**src/rtl/cpu_step_gen_if.sv**
```systemverilog
// Board-side signal bundle for cpu_step_gen: mode switches and step key in,
// CPU clock-enable, step count and run indicator out.
interface cpu_step_gen_if;
    logic [1:0] mode;
    logic       step_key;
    logic       cpu_en;
    logic [7:0] step_cnt;
    logic       run_led;

    modport master (output mode, output step_key,
                    input  cpu_en, input step_cnt, input run_led);
    modport slave  (input  mode, input step_key,
                    output cpu_en, output step_cnt, output run_led);
endinterface

```
**src/rtl/cpu_step_gen.sv**
```systemverilog
// CPU single-step / slow-clock enable generator: HALT, 1 Hz, 10 Hz or
// debounced manual key stepping, producing one-cycle CPU clock enables.
module cpu_step_gen #(
    parameter int unsigned CLK_HZ          = 100_000_000,
    parameter int unsigned DEBOUNCE_CYCLES = 1_000_000
) (
    input  logic          clk,
    input  logic          rst_n,
    cpu_step_gen_if.slave bus
);
    localparam int unsigned DIV_SLOW = CLK_HZ;
    localparam int unsigned DIV_FAST = CLK_HZ / 10;
    localparam int unsigned PW = (CLK_HZ > 2) ? $clog2(CLK_HZ) : 1;
    localparam int unsigned DW = (DEBOUNCE_CYCLES > 2) ? $clog2(DEBOUNCE_CYCLES) : 1;

    typedef enum logic [1:0] {
        HALT   = 2'b00,
        SLOW   = 2'b01,
        FAST   = 2'b10,
        MANUAL = 2'b11
    } mode_t;

    logic [1:0]    mode_s1, mode_s2;
    mode_t         mode_q, mode_prev, mode_d;
    logic          key_s1, key_s2, key_db, key_db_prev;
    logic [DW-1:0] db_cnt;
    logic [PW-1:0] presc, presc_eff, presc_nx, div_last;
    logic          changed, running, tick, press, en_nx;
    logic          cpu_en_q;
    logic [7:0]    step_cnt_q;

    // Synchronisers plus the mode register and its one-cycle history
    always_ff @(posedge clk) begin
        if (!rst_n) begin
            mode_s1   <= '0;
            mode_s2   <= '0;
            key_s1    <= 1'b1;
            key_s2    <= 1'b1;
            mode_q    <= HALT;
            mode_prev <= HALT;
        end else begin
            mode_s1   <= bus.mode;
            mode_s2   <= mode_s1;
            key_s1    <= bus.step_key;
            key_s2    <= key_s1;
            mode_q    <= mode_d;
            mode_prev <= mode_q;
        end
    end

    // A mode change forces the prescaler to read as 0 in the change cycle
    // itself, so the first tick lands exactly DIV cycles after the change
    // and any tick pending in the old mode is dropped.
    always_comb begin
        mode_d    = mode_t'(mode_s2);
        changed   = (mode_q != mode_prev);
        running   = (mode_q == SLOW) || (mode_q == FAST);
        div_last  = (mode_q == FAST) ? PW'(DIV_FAST - 1) : PW'(DIV_SLOW - 1);
        presc_eff = changed ? '0 : presc;
        tick      = running && !changed && (presc_eff == div_last);
        presc_nx  = '0;
        if (running && (presc_eff != div_last))
            presc_nx = presc_eff + 1'b1;
        press     = key_db_prev && !key_db;
        en_nx     = tick || (press && (mode_q == MANUAL));
    end

    always_ff @(posedge clk) begin
        if (!rst_n)
            presc <= '0;
        else
            presc <= presc_nx;
    end

    always_ff @(posedge clk) begin
        if (!rst_n) begin
            db_cnt      <= '0;
            key_db      <= 1'b1;
            key_db_prev <= 1'b1;
        end else begin
            key_db_prev <= key_db;
            if (key_s2 == key_db) begin
                db_cnt <= '0;
            end else if (db_cnt == DW'(DEBOUNCE_CYCLES - 1)) begin
                key_db <= key_s2;
                db_cnt <= '0;
            end else begin
                db_cnt <= db_cnt + 1'b1;
            end
        end
    end

    always_ff @(posedge clk) begin
        if (!rst_n) begin
            cpu_en_q   <= 1'b0;
            step_cnt_q <= '0;
        end else begin
            cpu_en_q   <= en_nx;
            step_cnt_q <= step_cnt_q + 8'(cpu_en_q);
        end
    end

    assign bus.cpu_en   = cpu_en_q;
    assign bus.step_cnt = step_cnt_q;
    assign bus.run_led  = running;
endmodule

```
**src/flat_wrapper.sv**
```systemverilog
// flat-port wrapper written by rule: the top's interface ports become plain ports
module cpu_step_gen_flat 
#(
    parameter int unsigned CLK_HZ          = 100_000_000,
    parameter int unsigned DEBOUNCE_CYCLES = 1_000_000
)
  (clk, rst_n, bus_mode, bus_step_key, bus_cpu_en, bus_step_cnt, bus_run_led);
  cpu_step_gen_if bus_i ();
  input  logic clk;
  input  logic rst_n;
  input wire logic [$bits(bus_i.mode)-1:0] bus_mode;
  input wire logic [$bits(bus_i.step_key)-1:0] bus_step_key;
  output wire logic [$bits(bus_i.cpu_en)-1:0] bus_cpu_en;
  output wire logic [$bits(bus_i.step_cnt)-1:0] bus_step_cnt;
  output wire logic [$bits(bus_i.run_led)-1:0] bus_run_led;
  assign bus_i.mode = bus_mode;
  assign bus_i.step_key = bus_step_key;
  assign bus_cpu_en = bus_i.cpu_en;
  assign bus_step_cnt = bus_i.step_cnt;
  assign bus_run_led = bus_i.run_led;
  cpu_step_gen #(.CLK_HZ(CLK_HZ), .DEBOUNCE_CYCLES(DEBOUNCE_CYCLES)) u_core (.clk(clk), .rst_n(rst_n), .bus(bus_i));
endmodule
```
**config.mk**
```make
export PLATFORM = sky130hd
export DESIGN_NAME = cpu_step_gen_flat
export DESIGN_NICKNAME = d
export VERILOG_FILES = /design/src/rtl/cpu_step_gen_if.sv /design/src/rtl/cpu_step_gen.sv /design/src/flat_wrapper.sv
export SDC_FILE = /design/constraint.sdc
export NUM_CORES = 1
export LEC_CHECK = 0
export CAP_MARGIN = 15
export CORE_UTILIZATION = 60
export DETAILED_ROUTE_END_ITERATION = 10
export PLACE_DENSITY = 0.79
export REMOVE_ABC_BUFFERS = 1
export SETUP_SLACK_MARGIN = 0.1
export SYNTH_ARGS = -nofsm -noshare
export SYNTH_HDL_FRONTEND = slang
export SYNTH_SLANG_ARGS = --single-unit
```
**constraint.sdc**
```tcl
create_clock -name clk -period 4.9 [get_ports clk]
set_input_delay 0.98 -clock clk [delete_from_list [all_inputs] [get_ports clk]]
set_output_delay 0.98 -clock clk [all_outputs]
set_load 0.01 [all_outputs]
```
==> results.md <==
* Clock sinks at 68
* Setup TNS at 0 ns
* Row count at 25
* Root buffer cell: clkbuf_8
* Post-CTS Setup Bufs at 0
* Register area at 1360 sq um
* Routed Antenna Nets at 0
* Core footprint at 4820 sq um
* Switching power at 226 uW
* Endpoints failing setup at 0
* Initial DRC Count at 84
* Largest cells by area after synthesis: dfxtp_1, xor2_1, xnor2_1
* Worst EP required at 5.11 ns
* WP data arrival at approximately 3.1 ns
* Maxcap violations at 0
* Yosys top cell area share at 44.4%
* Critical path peak fanout at 18
* Total GRT Usage at 22.0%
* Die area at 5410 sq um
* Internal at around 810 uW
* Hold Crit Class: register to register
* Main flop type after synthesis: dfxtp_1
* GPL Wtd Cong at 0.816
* Relative slew slack at 51.0%
* IO Pins at 15
* Largest net degree at the start of global routing at 24
* Cell taking the most area after synthesis: dfxtp_1
* Clock Path Buffers at 2
* Nets at 352
* Net Sw Frac at 21.7%
* Top cells by count, synth: dfxtp_1, nor2_1, xor2_1
* Count leader, synth: dfxtp_1
* CP Class: register to register
* Vias per cell at 5.32
* RSZ-0062 raised after global routing: no
* Dpl hpwl at 3680 um
* Worst Hold Launch: u_core.key_s1
* Via count of the routed design at 2197
* DRC at 0
* Routed Wire Length at 5250 um
* First-pass GRT wire length at 8980 um
* VDD IR max at approximately 0.20 mV
* Max Fclk at between 300 and 400 MHz
* Tcrit/Tclk final at 59.2%
* IO Port Bufs at 14
* Post-Route Skew at about 0.005 ns
* Cell count after synthesis at around 320
* Synth async-reset ratio at 0%
* Avg WL per Cell at 12.7 um
* FF+latch count, synth at 68
* Chip height at between 70 and 80 um
* Cell Area, Synth at roughly 3100 sq um
* Worst setup SP type: register
* DR pass1 iterations at 4
* Layout cells sized above 1 at 11.0%
* Hold path cells at 1
* Worst Max-Slew Pin Slew at ~0.73 ns
* R2R cell count at 9
* Clock share of power at between 40% and 50%
* Multi-input combinational cell area at 1640 sq um
* Initial antenna violation count at 0
* Die width at around 74 um
* Pwr dens at 302 nW/um^2
* Clock-pin slew on the worst setup and hold paths at 0.07 ns
* Worst reg2reg endpoint: u_core.presc[17]
* Reg2reg start: u_core.mode_q[0]
* TritonCTS Buffers at 9
* Cts hold-fix bufs at 0
* Hold path endpoint: u_core.key_s2
* Leak at 1.18 nW
* Vias in the first global route at about 2000
* Synth cell types at between 40 and 50
* Remaining Overflow, GRT at 0
* Post-synth EDFFs at 0
* Fillers at between 300 and 400
* CTS tree: yes
* N_diodes at 0
* Hold Fails Final Rpt at 0
* R2r setup slk at approximately 2 ns
* Period minus WS final at approximately 2.9 ns
* Sequential area share after synthesis at 44.4%
* Starting density of the core at 63.7%
* Synth Warn # at 0
* Post-synthesis average cell area at 9.50 sq um
* Area Growth Syn to Fin at 12.1%
* Setup crit end kind: register
* H-tree depth at 3
* Outcome: finished, final reports clean
* Clock latency on the worst-skew pair at between 0.3 and 0.4 ns
* Gate power share at 2.1%
* Max Slew Vio Count at 0
* Worst slack, placed at 1.90 ns
* Final WS setup at approximately 2 ns
* Part of the power in registers at 53.6%
* Number of gates resized after cts at 0
critical path: stages, from the launching register on:
cell	delay, ns
dfxtp_1	0.43
xor2_2	0.22
nor2_2	0.43
and2_1	0.22
ha_1	0.20
nand2_1	0.15
nor2_4	0.26
nand4_4	0.18
o21ai_4	0.55
nor2_1	0.11
worst max path at each step:
| stage | startpoint | endpoint | slack [ns] | cells past startpoint |
|---|---|---|---|---|
| 2_1_floorplan | u_core.mode_q[0] | u_core.presc[11] | 2.55 | 9 |
| 6_report | u_core.mode_q[0] | u_core.presc[17] | 2.00 | 9 |
| 3_3_place_gp | rst_n | u_core.db_cnt[19] | 1.96 | 3 |
| 3_5_place_dp | rst_n | u_core.db_cnt[18] | 1.90 | 3 |
| 5_1_grt | u_core.mode_q[0] | u_core.presc[17] | 1.80 | 9 |
| 4_1_cts | u_core.mode_q[0] | u_core.presc[18] | 1.98 | 9 |
routing by layer:
layer / GRT usage [%] / share of wire, %
met4: 8.33 / 0.97
met5: 0 / 0
met1: 26.8 / 48
met3: 8.64 / 3.7
met2: 35.2 / 47
flip-flops by register name, summed over array words and instances, names as in the netlist:
| signal | flops |
|---|---|
| u_core.db_cnt | 20 |
| u_core.key_s1 | 1 |
| u_core.key_db_prev | 1 |
| u_core.bus.step_cnt | 8 |
| u_core.key_db | 1 |
| u_core.bus.cpu_en | 1 |
| u_core.mode_q | 2 |
| u_core.mode_d | 2 |
| u_core.mode_prev | 2 |
| u_core.key_s2 | 1 |
| u_core.presc | 27 |
| u_core.mode_s1 | 2 |
final cells by class:
class	instances	area share, %
multi-input cells	243	47.5
flip-flops and latches	68	39.6
clock buffers	11	4.11
repair buffers	14	4.07
well taps	67	2.44
clock inverters	5	1.75
inverters	5	0.545
power groups by stage:
stage                     logic (mW)  clock network, mW  registers (mW)
after floorplan               0.0122                  0           0.570
after global placement        0.0213                  0           0.570
after detailed placement      0.0220                  0           0.571
after CTS                     0.0219              0.473           0.558
after global routing          0.0237              0.496           0.558
final                         0.0216              0.461           0.558
kinds of logic after synthesis:
kind of cell	count (synthesis)	synth area share, %
mux	1	0.326
buf+inv	12	2.36
xor+xnor	51	15.0
simple gates	177	33.1
compound gates	8	2.41
fa+ha+maj	6	2.45
flops	68	44.4
metrics by stage:
stage / util, % / cell area [sq um] / power (mW) / hold slack [ns] / instances
after floorplan: - / 3020 / 0.582 / 0.386 / 316
after global placement: 67.2 / 3240 / 0.592 / 0.392 / 397
after detailed placement: 67.2 / 3240 / 0.593 / 0.396 / 397
after CTS: 71.4 / 3440 / 1.05 / 0.418 / 413
after global routing: 71.4 / 3440 / 1.08 / 0.445 / 413
final: 71.4 / 3440 / 1.04 / 0.412 / 413
cell usage in the layout (no fill, tap or decap), types with 2 or more instances in the layout:
cell type         n
and4_1            4
and2_1           20
nor4b_1           5
nand4_1          17
dfxtp_1          68
nor2b_1           2
clkdlybuf4s50_1  14
xnor2_1          20
nand2_1          23
a21oi_1           2
nand3_1          21
nor2_1           40
xor2_2            2
xor2_1           29
nor3_1            2
and3_1           10
clkbuf_8         10
nor4_1            5
nand2b_1          4
nor2_2           12
ha_1              6
inv_1             5
Power figures use the tool's default switching activity.
